File: config.mk
export PLATFORM = sky130hd
export DESIGN_NAME = cordic_result_stage_flat
export DESIGN_NICKNAME = d
export VERILOG_FILES = /design/src/rtl/cordic_result_if.sv /design/src/rtl/cordic_result_stage.sv /design/src/flat_wrapper.sv
export SDC_FILE = /design/constraint.sdc
export NUM_CORES = 1
export LEC_CHECK = 0
export ABC_AREA = 1
export BUFFER_PORTS_ARGS = -buffer_cell sky130_fd_sc_hd__buf_4
export CAP_MARGIN = 15
export CORE_MARGIN = 10
export CORE_UTILIZATION = 50
export CTS_CLUSTER_SIZE = 14
export DETAILED_ROUTE_END_ITERATION = 10
export PLACE_DENSITY = 0.75
export SLEW_MARGIN = 10
export SYNTH_ARGS = -nofsm -noshare
export SYNTH_HDL_FRONTEND = slang
export SYNTH_SLANG_ARGS = --single-unit
File: constraint.sdc
create_clock -name clk -period 2.2 [get_ports clk]
set_input_delay 0.11 -clock clk [delete_from_list [all_inputs] [get_ports clk]]
set_output_delay 0.11 -clock clk [all_outputs]
set_load 0.1 [all_outputs]
File: src/rtl/cordic_result_if.sv
// Result-stage bus: CORDIC producer handshake plus consumer FIFO read port.
interface cordic_result_if #(
    parameter int W = 32
);
    logic         ready_CORDIC;
    logic [W-1:0] data_cordic;
    logic         operation;
    logic [1:0]   shift_region_flag;
    logic         ACK_FSM_CORDIC;
    logic         rd_en;
    logic [W-1:0] data_out;
    logic         out_valid;
    logic         full;
    logic         rd_err;

    modport master (
        output ready_CORDIC,
        output data_cordic,
        output operation,
        output shift_region_flag,
        output rd_en,
        input  ACK_FSM_CORDIC,
        input  data_out,
        input  out_valid,
        input  full,
        input  rd_err
    );

    modport slave (
        input  ready_CORDIC,
        input  data_cordic,
        input  operation,
        input  shift_region_flag,
        input  rd_en,
        output ACK_FSM_CORDIC,
        output data_out,
        output out_valid,
        output full,
        output rd_err
    );
endinterface

File: src/rtl/cordic_result_stage.sv
// CORDIC result stage: quadrant sign fix-up, capture handshake and a
// two-entry result FIFO with a registered head word.
module cordic_result_stage #(
    parameter int W     = 32,
    parameter int DEPTH = 2
) (
    input logic            clk,
    input logic            reset,
    cordic_result_if.slave bus
);
    typedef enum logic [1:0] {
        S_IDLE,
        S_ACK,
        S_DROP
    } state_t;

    localparam logic [1:0] LP_DEPTH = 2'(DEPTH);

    state_t       r_state;
    logic [W-1:0] r_mem [DEPTH];
    logic         r_wr_ptr;
    logic         r_rd_ptr;
    logic [1:0]   r_count;
    logic [W-1:0] r_data_out;
    logic         r_ack;
    logic         r_rd_err;

    logic         w_neg;
    logic         w_sign;
    logic [W-1:0] w_corr;
    logic         w_full;
    logic         w_empty;
    logic         w_wr;
    logic         w_pop;
    logic         w_rd_ptr_n;
    logic [1:0]   w_count_n;
    logic [W-1:0] w_head_n;

    always_comb begin
        w_neg = bus.operation ? bus.shift_region_flag[1]
                              : bus.shift_region_flag[0];
        // A zero magnitude never leaves with the sign bit set.
        w_sign = (bus.data_cordic[W-1] ^ w_neg)
               & (|bus.data_cordic[W-2:0]);
        w_corr = {w_sign, bus.data_cordic[W-2:0]};
    end

    always_comb begin
        w_full     = (r_count == LP_DEPTH);
        w_empty    = (r_count == 2'd0);
        w_wr       = (r_state == S_IDLE) && bus.ready_CORDIC && !w_full;
        w_pop      = bus.rd_en && !w_empty;
        w_rd_ptr_n = r_rd_ptr ^ w_pop;
        w_count_n  = r_count + 2'(w_wr) - 2'(w_pop);
        w_head_n   = r_data_out;
        // Head slot being written this edge bypasses the array.
        if (w_wr && (w_rd_ptr_n == r_wr_ptr)) begin
            w_head_n = w_corr;
        end else if (w_count_n != 2'd0) begin
            w_head_n = r_mem[w_rd_ptr_n];
        end
    end

    always_ff @(posedge clk) begin
        if (w_wr) begin
            r_mem[r_wr_ptr] <= w_corr;
        end
    end

    always_ff @(posedge clk) begin
        if (reset) begin
            r_state    <= S_IDLE;
            r_wr_ptr   <= 1'b0;
            r_rd_ptr   <= 1'b0;
            r_count    <= 2'd0;
            r_data_out <= '0;
            r_ack      <= 1'b0;
            r_rd_err   <= 1'b0;
        end else begin
            r_wr_ptr   <= r_wr_ptr ^ w_wr;
            r_rd_ptr   <= w_rd_ptr_n;
            r_count    <= w_count_n;
            r_data_out <= w_head_n;
            r_rd_err   <= bus.rd_en && w_empty;
            r_ack      <= 1'b0;
            unique case (r_state)
                S_IDLE: begin
                    if (w_wr) begin
                        r_state <= S_ACK;
                        r_ack   <= 1'b1;
                    end
                end
                S_ACK: begin
                    r_state <= S_DROP;
                end
                S_DROP: begin
                    if (!bus.ready_CORDIC) begin
                        r_state <= S_IDLE;
                    end
                end
                default: begin
                    r_state <= S_IDLE;
                end
            endcase
        end
    end

    assign bus.ACK_FSM_CORDIC = r_ack;
    assign bus.data_out       = r_data_out;
    assign bus.out_valid      = (r_count != 2'd0);
    assign bus.full           = w_full;
    assign bus.rd_err         = r_rd_err;
endmodule
File: src/flat_wrapper.sv
// flat-port wrapper written by rule: the top's interface ports become plain ports
module cordic_result_stage_flat 
#(
    parameter int W     = 32,
    parameter int DEPTH = 2
)
  (clk, reset, bus_ready_CORDIC, bus_data_cordic, bus_operation, bus_shift_region_flag, bus_rd_en, bus_ACK_FSM_CORDIC, bus_data_out, bus_out_valid, bus_full, bus_rd_err);
  cordic_result_if #(.W(W)) bus_i ();
  input logic clk;
  input logic reset;
  input wire logic [$bits(bus_i.ready_CORDIC)-1:0] bus_ready_CORDIC;
  input wire logic [$bits(bus_i.data_cordic)-1:0] bus_data_cordic;
  input wire logic [$bits(bus_i.operation)-1:0] bus_operation;
  input wire logic [$bits(bus_i.shift_region_flag)-1:0] bus_shift_region_flag;
  input wire logic [$bits(bus_i.rd_en)-1:0] bus_rd_en;
  output wire logic [$bits(bus_i.ACK_FSM_CORDIC)-1:0] bus_ACK_FSM_CORDIC;
  output wire logic [$bits(bus_i.data_out)-1:0] bus_data_out;
  output wire logic [$bits(bus_i.out_valid)-1:0] bus_out_valid;
  output wire logic [$bits(bus_i.full)-1:0] bus_full;
  output wire logic [$bits(bus_i.rd_err)-1:0] bus_rd_err;
  assign bus_i.ready_CORDIC = bus_ready_CORDIC;
  assign bus_i.data_cordic = bus_data_cordic;
  assign bus_i.operation = bus_operation;
  assign bus_i.shift_region_flag = bus_shift_region_flag;
  assign bus_i.rd_en = bus_rd_en;
  assign bus_ACK_FSM_CORDIC = bus_i.ACK_FSM_CORDIC;
  assign bus_data_out = bus_i.data_out;
  assign bus_out_valid = bus_i.out_valid;
  assign bus_full = bus_i.full;
  assign bus_rd_err = bus_i.rd_err;
  cordic_result_stage #(.W(W), .DEPTH(DEPTH)) u_core (.clk(clk), .reset(reset), .bus(bus_i));
endmodule
==> results of run 1 <==
final timing paths:
check                           slack [ns]                endpoint                    from
worst max-delay path                  0.23  u_core.bus.data_out[2]       u_core.r_count[0]
worst min-delay path                  0.04       u_core.bus.rd_err               bus_rd_en
worst max register to register        0.23  u_core.bus.data_out[2]       u_core.r_count[0]
worst min register to register        0.48  u_core.bus.data_out[9]  u_core.bus.data_out[9]
synth_stat cells (all sizes together):
library cell	count	area, um2
nand3	133	681
nor2	123	464
nand2	94	358
edfxtp	64	1920
inv	45	169
dfxtp	40	801
buf	18	95.1
clkbuf	13	48.8
o21ai	5	25.0
ha	3	37.5
a21oi	2	10.0
nor3	2	15.0
nand3b	1	7.51
o211ai	1	7.51
area by class of cell:
cell class,count,area [um2],share of cell area [%]
Tap cell,111,139,2.33
Timing Repair Buffer,129,1060,17.8
Inverter,45,169,2.83
Clock buffer,10,128,2.14
Clock inverter,6,90.1,1.51
Sequential cell,104,2720,45.7
Multi-Input combinational cell,364,1650,27.7
tightest hold or removal path, delay by kind of cell:
family | cells | cell delay [ns]
and+or+nand+nor | 1 | 0.05
buffers and inverters | 2 | 0.21
through the flow:
stage	cell area, um2	util [%]
final	5960	65.1
after global routing	5960	65.1
after CTS	5960	65.1
after detailed placement	5420	59.3
after global placement	5420	59.3
after floorplan	4720	-
flip-flops by register name (all words and copies together), names as in the netlist:
| register | cells |
|---|---|
| u_core.r_state | 2 |
| u_core.r_count | 2 |
| u_core.bus.ACK_FSM_CORDIC | 1 |
| u_core.r_wr_ptr | 1 |
| u_core.r_rd_ptr | 1 |
| u_core.r_mem | 64 |
| u_core.bus.rd_err | 1 |
| u_core.bus.data_out | 32 |
metal layers:
metal	part of all wire (%)	GRT usage, %	up-vias
met5	0	0	-
met3	6.1	3.34	15
met4	1.4	7.17	0
met2	50	31.8	131
li1	-	-	1996
met1	43	22.6	1864
power by group through the flow:
stage / sequential, W / combinational, W / clock, W
after floorplan: 0.00345 / 0.000829 / 0
after global placement: 0.00246 / 0.00233 / 0
after detailed placement: 0.00247 / 0.00237 / 0
after CTS: 0.00243 / 0.00242 / 0.00134
after global routing: 0.00246 / 0.00258 / 0.00141
final: 0.00243 / 0.00241 / 0.00133
kinds of logic (layout without fill, tap and decap cells):
family                     count (synthesis)  after routing  share of synthesized area, %
AOI/OAI and AO/OA                          8              8                         0.917
buffers and inverters                     76            190                          6.74
DFF                                      104            104                          58.7
adders and majority gates                  3              3                         0.809
and+or+nand+nor                          353            353                          32.9
==> out/qor.txt, run 1 <==
Status - finished, final reports clean
Hold Crit Depth - 3
Global-route wire length before repair - 19,900 um
DRT iter0 DRCs - 265
Final hold slack - 0.0427 ns
Antenna-violating nets left - 0
Worst Setup End Kind - flop
Gpl congestion - 0.823
Clock share of power - 21.6%
Sequential area share after synthesis - 58.7%
F_max - 0.509 GHz
Final wirelength - 12,200 um
Gr ovfl total - 0
Critical path arrival - 2.27 ns
YS warnings - 0
Max cap viols - 0
Crit-path max cell delay - 0.43 ns
Final cell count without fillers - 769
Post-synthesis area per instance - 8.53 um2
Crit-path max FO - 18
Slowest cell on crit path - dfxtp_1
Synthesized flop and latch total - 104
Nets - 695
Number of global-route vias before repair - 4,088
Largest net degree at the start of global routing - 34
Post-CTS resize count - 0
Die Wd - 116 um
Hold-fix buffers, CTS - 32
Synthesized area - 4640 um2
WP data required - 2.51 ns
Mapped Cells - 544
Clk_lat worst skew - 0.38 ns
Setup repair after global routing missed its margin - false
Crit-path most repeated cell - nor2_1
Effective utilization at floorplan - 50.7%
R2R cell count - 12
Post-CTS setup buffers - 0
Worst setup margin - 0.233 ns
Die area - 13,500 um2
Final Hold Viols - 0
Core Box Area - 9150 um2
Most frequent cells in the layout - nand3_1, nor2_1, buf_4, nand2_1, edfxtp_1
Cell family with the largest share of critical-path delay - simple AND/OR/NAND/NOR gates
HP Class - input pin to flop
Initial DRT Pass Iterations - 5
CTS HTree Levels - 3
Die height - 116 um
Reg power frac - 39.4%
Setup TNS - 0 ns
Slew Limit Fails - 0
GRT Total Usage - 18.5%
Area growth from synthesis to layout - 28.5%
Pwr dens - 1030 nW/um2
Fraction of layout cells with a size suffix above 1 - 19.5%
Diodes inserted - 0
Total power - 0.00617 W
Placed insts - 721
Sw Ratio - 42.0%
Crit path kind - flop to flop
Post-synth cell types - 22
NetSw - 0.00259 W
Worst Tran Pin Value - 0.401 ns
TritonCTS Buffers - 9
VDD IR max - 722 uV
Fill cells - 746
Dpl hpwl - 8150 um
Worst setup SP type - flop
Num rows - 35
Pre-CTS setup slack - 0.228 ns
Initial antenna violation count - 0
Port buffer count - 74
Part of the cycle the worst path needs - 89.4%
Root Driver - clkbuf_8
# setup viols final - 0
CTS tree - done
Number of cells on the critical path - 12
Vias/cell - 5.21
Int Pwr - 0.00358 W
Max-slew headroom - 73.3%
Comb pwr share - 39.0%
Number of I/O pins - 75
DR WL/cell - 15.8 um
Final min period - 1.97 ns
Crit-path cells - inv_2, o21ai_0, ha_4, inv_1, nand3_2, nand2_2, nor2_4, buf_4, nor2_1, nand2_1, nand3_1, nor2_1
Clk slew on worst S/H paths - 0.10 ns
Syn_nets - 586
Clk_skew - 0.0170 ns
DR vias - 4,006
# DRC - 0
Clock Path Buffers - 2
Sink Count - 104
Worst path bufs/invs - 3
Most common cell after layout, fill and taps aside - nand3_1
Leak - 2.66 nW
Note: power is estimated with default switching activity, not from simulation.
==> run 2: changes to the inputs <==
--- a/config.mk
+++ b/config.mk
@@ -13,6 +13,7 @@
 export CTS_CLUSTER_SIZE = 14
 export DETAILED_ROUTE_END_ITERATION = 10
 export PLACE_DENSITY = 0.75
+export REMOVE_ABC_BUFFERS = 1
 export SLEW_MARGIN = 10
 export SYNTH_ARGS = -nofsm -noshare
 export SYNTH_HDL_FRONTEND = slang
==> run 2 against run 1 <==
Compared with the run above:
- register-to-register slack barely moved
- clock skew fell by 0.0025 ns
- clock power fell by 7%
- via count rose by 0.92%
- total power fell by 2.2%
- sequential power barely moved
- first-iteration DRC count rose by 12%
- cell area fell by 1.0%
- non-clock buffer count did not move
- combinational power fell by 2%
- flip-flop and latch count did not move
- critical endpoint is now u_core.bus.data_out[15]
- largest power group unchanged
==> out/qor.txt, run 2 (synthesized netlist as in run 1, its figures left out) <==
Final Hold Viols - 0 (unchanged)
Worst setup margin - 0.236 ns (was 0.233 ns)
Die Wd - 116 um (unchanged)
Final wirelength - 11,500 um (was 12,200 um)
Status - finished, final reports clean (unchanged)
Critical path arrival - 2.27 ns (about the same)
Worst setup SP type - flop (unchanged)
NetSw - 0.00257 W (was 0.00259 W)
Placed insts - 721 (unchanged)
DR WL/cell - 14.9 um (was 15.8 um)
CTS HTree Levels - 3 (unchanged)
Crit path kind - flop to flop (unchanged)
Port buffer count - 74 (unchanged)
Slowest cell on crit path - dfxtp_1 (unchanged)
Leak - 2.67 nW (was 2.66 nW)
Area growth from synthesis to layout - 27.2% (was 28.5%)
Initial DRT Pass Iterations - 5 (unchanged)
Die area - 13,500 um2 (unchanged)
Crit-path max FO - 14 (was 18)
Diodes inserted - 0 (unchanged)
GRT Total Usage - 17.7% (was 18.5%)
Number of I/O pins - 75 (unchanged)
Pre-CTS setup slack - 0.301 ns (was 0.228 ns)
Final cell count without fillers - 769 (unchanged)
Setup TNS - 0 ns (unchanged)
CTS tree - done (unchanged)
Number of global-route vias before repair - 4,028 (was 4,088)
Antenna-violating nets left - 0 (unchanged)
Fraction of layout cells with a size suffix above 1 - 18.5% (was 19.5%)
Part of the cycle the worst path needs - 89.3% (was 89.4%)
Cell family with the largest share of critical-path delay - simple AND/OR/NAND/NOR gates (unchanged)
Core Box Area - 9150 um2 (unchanged)
Max cap viols - 0 (unchanged)
Nets - 695 (unchanged)
Sw Ratio - 42.6% (was 42.0%)
TritonCTS Buffers - 9 (unchanged)
Num rows - 35 (unchanged)
Largest net degree at the start of global routing - 36 (was 34)
Pwr dens - 1020 nW/um2 (was 1030 nW/um2)
F_max - 0.509 GHz (about the same)
WP data required - 2.51 ns (about the same)
Slew Limit Fails - 0 (unchanged)
Gr ovfl total - 0 (unchanged)
Worst path bufs/invs - 2 (was 3)
Clock share of power - 20.5% (was 21.6%)
Clock Path Buffers - 2 (unchanged)
Largest register FFs - 64 (unchanged)
Vias/cell - 5.26 (was 5.21)
Sink Count - 104 (unchanged)
Post-route cell area - 5900 um2 (was 5960 um2)
Clk_skew - 0.0145 ns (was 0.0170 ns)
# setup viols final - 0 (unchanged)
Crit-path max cell delay - 0.42 ns (was 0.43 ns)
Crit-path cells - inv_2, nor2_1, nor3_4, ha_1, nand2_1, nand2_1, nor2_2, buf_4, nor2_1, nand2_1, nand3_1, nor2_1 (was inv_2, o21ai_0, ha_4, inv_1, nand3_2, nand2_2, nor2_4, buf_4, nor2_1, nand2_1, nand3_1, nor2_1)
Dpl hpwl - 7760 um (was 8150 um)
Clk_lat worst skew - 0.37 ns (was 0.38 ns)
Global-route wire length before repair - 19,200 um (was 19,900 um)
HP Class - input pin to flop (unchanged)
Largest Register - u_core.r_mem (unchanged)
VDD IR max - 535 uV (was 722 uV)
Post-CTS setup buffers - 0 (unchanged)
Int Pwr - 0.00346 W (was 0.00358 W)
Most frequent cells in the layout - nand3_1, nor2_1, buf_4, nand2_1, edfxtp_1 (unchanged)
Reg power frac - 40.3% (was 39.4%)
Die height - 116 um (unchanged)
Worst Tran Pin Value - 0.396 ns (was 0.401 ns)
Root Driver - clkbuf_8 (unchanged)
Post-CTS resize count - 0 (unchanged)
Initial antenna violation count - 0 (unchanged)
Most common cell after layout, fill and taps aside - nand3_1 (unchanged)
Clk slew on worst S/H paths - 0.10 ns (about the same)
Comb pwr share - 39.2% (was 39.0%)
Post-DP Area - 5370 um2 (was 5420 um2)
# DRC - 0 (unchanged)
Gpl congestion - 0.807 (was 0.823)
Worst Setup End Kind - flop (unchanged)
Effective utilization at floorplan - 50.7% (unchanged)
Max-slew headroom - 73.6% (was 73.3%)
Setup repair after global routing missed its margin - false (unchanged)
DRT iter0 DRCs - 298 (was 265)
DR vias - 4,043 (was 4,006)
Final min period - 1.96 ns (was 1.97 ns)
==> run 2: changes by cell type in the layout (fill, tap and decap cells not counted), moves of 2 or more <==
cell / change
ha_2: -2
nor2_4: -2
ha_1: +3
nand2_2: -2
nand2_1: +2
==> run 2: cell type report <==
type,count,area [um2]
Fill cell,735,3250
Sequential cell,104,2720
Multi-Input combinational cell,364,1610
Timing Repair Buffer,129,1050
Inverter,45,169
Tap cell,111,139
Clock buffer,9,124
Clock inverter,7,86.3
==> run 2: stage by stage <==
stage          hold WS [ns]  power, W  util, %
2_1_floorplan         0.177   0.00416        -
6_report             0.0402   0.00603     64.5
4_1_cts              0.0275   0.00606     64.5
3_5_place_dp          0.315   0.00480     58.7
3_3_place_gp          0.314   0.00476     58.7
5_1_grt              0.0403   0.00634     64.5
==> run 2: power groups by stage <==
stage	logic (W)	clock network, W	registers [W]
2_1_floorplan	0.000712	0	0.00345
3_3_place_gp	0.00230	0	0.00246
3_5_place_dp	0.00232	0	0.00247
4_1_cts	0.00237	0.00126	0.00243
5_1_grt	0.00253	0.00134	0.00246
6_report	0.00236	0.00124	0.00243
==> run 2: path summary, 6_finish.rpt <==
path,cells past startpoint,end,start,slack (ns)
max,12,u_core.bus.data_out[15],u_core.r_count[1],0.24
min,3,u_core.bus.rd_err,bus_rd_en,0.04
max reg2reg,12,u_core.bus.data_out[15],u_core.r_count[1],0.24
min reg2reg,2,u_core.bus.data_out[5],u_core.bus.data_out[5],0.49
==> run 2: metal layers <==
metal / global-route usage, % / share of wire (%) / vias up
met4: 6.59 / 2.1 / 0
met1: 20.8 / 40 / 1879
met5: 0 / 0 / -
li1: - / - / 1993
met3: 4.16 / 7.4 / 20
met2: 30.6 / 50 / 151
==> run 2: what timing repair did <==
item / 4_1_cts / 5_1_grt
hold buffers: 32 / 0
hold endpoints to repair: 69 / 0
setup endpoints to repair: 0 / 0
==> run 2: worst reg2reg max path, cell delays in order, from the launching register on <==
cell and delay (ns):
dfxtp_1 0.42, inv_2 0.07, nor2_1 0.22, nor3_4 0.06
ha_1 0.19, nand2_1 0.11, nand2_1 0.08, nor2_2 0.19
buf_4 0.25, nor2_1 0.08, nand2_1 0.06, nand3_1 0.08
nor2_1 0.11
==> run 3: changes to the inputs <==
--- a/config.mk
+++ b/config.mk
@@ -9,10 +9,10 @@
 export BUFFER_PORTS_ARGS = -buffer_cell sky130_fd_sc_hd__buf_4
 export CAP_MARGIN = 15
 export CORE_MARGIN = 10
-export CORE_UTILIZATION = 50
-export CTS_CLUSTER_SIZE = 14
+export CORE_UTILIZATION = 40
+export CTS_CLUSTER_DIAMETER = 60
+export CTS_CLUSTER_SIZE = 12
 export DETAILED_ROUTE_END_ITERATION = 10
-export PLACE_DENSITY = 0.75
 export REMOVE_ABC_BUFFERS = 1
 export SLEW_MARGIN = 10
 export SYNTH_ARGS = -nofsm -noshare
==> run 3 against run 2 <==
Compared with the run above:
- largest power group unchanged
- total power increased by 8.4%
- combinational power about the same
- cell area increased by 2.9%
- final cell count increased by 4.2%
- first-iteration DRC count decreased by 20%
- global-route usage decreased by 2.0 points
- via count decreased by 1.6%
==> out/qor.txt, run 3 (synthesized netlist as in run 1, its figures left out) <==
Post-route cell area - 6070 um2 (was 5900 um2)
Die area - 16,300 um2 (was 13,500 um2)
Fraction of layout cells with a size suffix above 1 - 18.4% (was 18.5%)
Antenna-violating nets left - 0 (unchanged)
Sw Ratio - 40.0% (was 42.6%)
Worst Setup End Kind - flop (unchanged)
Reg power frac - 37.1% (was 40.3%)
Nets - 695 (unchanged)
Layout Utilization - 53.4% (was 64.5%)
Initial antenna violation count - 0 (unchanged)
Post-CTS setup buffers - 0 (unchanged)
Final cell count without fillers - 801 (was 769)
VDD IR max - 572 uV (was 535 uV)
Core Box Area - 11,400 um2 (was 9150 um2)
Largest net degree at the start of global routing - 36 (unchanged)
CTS tree - done (unchanged)
Int Pwr - 0.00393 W (was 0.00346 W)
# DRC - 0 (unchanged)
Num rows - 39 (was 35)
Post-CTS resize count - 0 (unchanged)
Slew Limit Fails - 0 (unchanged)
WP data required - 2.45 ns (was 2.51 ns)
Crit path kind - flop to flop (unchanged)
Comb pwr share - 36.5% (was 39.2%)
Worst hold endpoint - u_core.bus.rd_err (unchanged)
DR WL/cell - 15.4 um (was 14.9 um)
F_max - 0.516 GHz (was 0.509 GHz)
Most frequent cells in the layout - nand3_1, nor2_1, buf_4, nand2_1, edfxtp_1 (unchanged)
# setup viols final - 0 (unchanged)
HP Class - input pin to flop (unchanged)
Area growth from synthesis to layout - 30.9% (was 27.2%)
Crit-path max FO - 15 (was 14)
Critical path arrival - 2.18 ns (was 2.27 ns)
Final min period - 1.94 ns (was 1.96 ns)
Fill cells - 1,086 (was 735)
Die Wd - 128 um (was 116 um)
Port buffer count - 74 (unchanged)
Clk slew on worst S/H paths - 0.07 ns (was 0.10 ns)
CTS HTree Levels - 3 (unchanged)
Gr ovfl total - 0 (unchanged)
Diodes inserted - 0 (unchanged)
GRT Total Usage - 15.6% (was 17.7%)
DR vias - 3,978 (was 4,043)
Number of I/O pins - 75 (unchanged)
R2R cell count - 13 (was 12)
Clock Path Buffers - 2 (unchanged)
Largest Register - u_core.r_mem (unchanged)
R2R Setup Slk - 0.26 ns (was 0.24 ns)
Clk_lat worst skew - 0.35 ns (was 0.37 ns)
Largest register FFs - 64 (unchanged)
Root Driver - clkbuf_16 (was clkbuf_8)
Effective utilization at floorplan - 40.8% (was 50.7%)
Reg2reg end - u_core.bus.data_out[0] (was u_core.bus.data_out[15])
DRT iter0 DRCs - 239 (was 298)
Total power - 0.00654 W (was 0.00603 W)
Setup TNS - 0 ns (unchanged)
Final Hold Viols - 0 (unchanged)
Number of global-route vias before repair - 4,135 (was 4,028)
Worst setup SP type - flop (unchanged)
Critical R2R Launch - u_core.r_count[1] (unchanged)
Post-DP Area - 5440 um2 (was 5370 um2)
NetSw - 0.00261 W (was 0.00257 W)
Setup repair after global routing missed its margin - false (unchanged)
Clk_skew - 0.00875 ns (was 0.0145 ns)
Sink Count - 104 (unchanged)
Final wirelength - 12,400 um (was 11,500 um)
Worst Tran Pin Value - 0.434 ns (was 0.396 ns)
Most common cell after layout, fill and taps aside - nand3_1 (unchanged)
Max cap viols - 0 (unchanged)
Max-slew headroom - 71.0% (was 73.6%)
Clock share of power - 26.4% (was 20.5%)
Hold-fix buffers, CTS - 32 (unchanged)
Placed insts - 753 (was 721)
Min-delay src - bus_rd_en (unchanged)
Initial DRT Pass Iterations - 4 (was 5)
TritonCTS Buffers - 9 (unchanged)
Vias/cell - 4.97 (was 5.26)
Global-route wire length before repair - 20,600 um (was 19,200 um)
Hold Crit Depth - 3 (unchanged)
Status - finished, final reports clean (unchanged)
Leak - 2.73 nW (was 2.67 nW)
Pwr dens - 1080 nW/um2 (was 1020 nW/um2)
Dpl hpwl - 8270 um (was 7760 um)
Gpl congestion - 0.792 (was 0.807)
Die height - 128 um (was 116 um)
Part of the cycle the worst path needs - 88.1% (was 89.3%)
==> run 3: cell count changes in the layout (fill, tap and decap cells not counted) <==
cell        change
buf_12          +2
buf_4           -2
bufinv_16       +1
clkbuf_16       +9
clkbuf_8        -9
clkinv_1        +1
clkinv_8        -1
clkinvlp_4      +1
inv_6           -2
==> run 3: critical path, stage by stage, from the launching register on <==
cell	delay, ns
dfxtp_1	0.41
inv_2	0.06
nor2_1	0.23
nor3_4	0.06
ha_1	0.20
inv_1	0.07
nand3_1	0.12
nand2_1	0.12
nor2_2	0.05
buf_4	0.19
nor2_1	0.14
nand2_1	0.07
nand3_1	0.07
nor2_1	0.04
==> run 3: power by group through the flow <==
| stage | clock (W) | combinational [W] | sequential [W] |
|---|---|---|---|
| floorplan | 0 | 0.000712 | 0.00345 |
| global placement | 0 | 0.00234 | 0.00247 |
| detailed placement | 0 | 0.00237 | 0.00247 |
| CTS | 0.00177 | 0.00242 | 0.00243 |
| global route | 0.00183 | 0.00258 | 0.00245 |
| finish | 0.00172 | 0.00239 | 0.00243 |
==> run 3: through the flow <==
stage          hold WS (ns)  setup slack (ns)
2_1_floorplan         0.177             -2.11
3_3_place_gp          0.316             0.367
3_5_place_dp          0.320             0.278
4_1_cts              0.0646             0.253
5_1_grt              0.0674            0.0279
6_report             0.0718             0.262
==> run 3: layer usage <==
| layer | track usage [%] | routed length [um] | vias up |
|---|---|---|---|
| met5 | 0 | 0 | - |
| li1 | - | - | 2002 |
| met1 | 18.6 | 5260 | 1854 |
| met2 | 26.3 | 6120 | 108 |
| met4 | 7.55 | 173 | 0 |
| met3 | 3.35 | 804 | 14 |
==> run 3: worst max path at each step <==
stage,startpoint,to,slack [ns]
global placement,u_core.r_state[0],u_core.r_mem[0][6],0.37
CTS,u_core.r_count[1],u_core.bus.data_out[20],0.25
floorplan,u_core.r_count[1],u_core.bus.data_out[0],-2.11
detailed placement,u_core.r_count[1],u_core.bus.data_out[20],0.28
global route,u_core.r_count[1],u_core.bus.data_out[20],0.03
finish,u_core.r_count[1],u_core.bus.data_out[0],0.26
==> run 3: layout make-up <==
cell class | instances | area (um2) | area share, %
Sequential cell | 104 | 2720 | 44.8
Inverter | 45 | 169 | 2.78
Timing Repair Buffer | 129 | 1070 | 17.7
Tap cell | 143 | 179 | 2.95
Clock buffer | 9 | 225 | 3.71
Multi-Input combinational cell | 364 | 1610 | 26.5
Clock inverter | 7 | 93.8 | 1.54
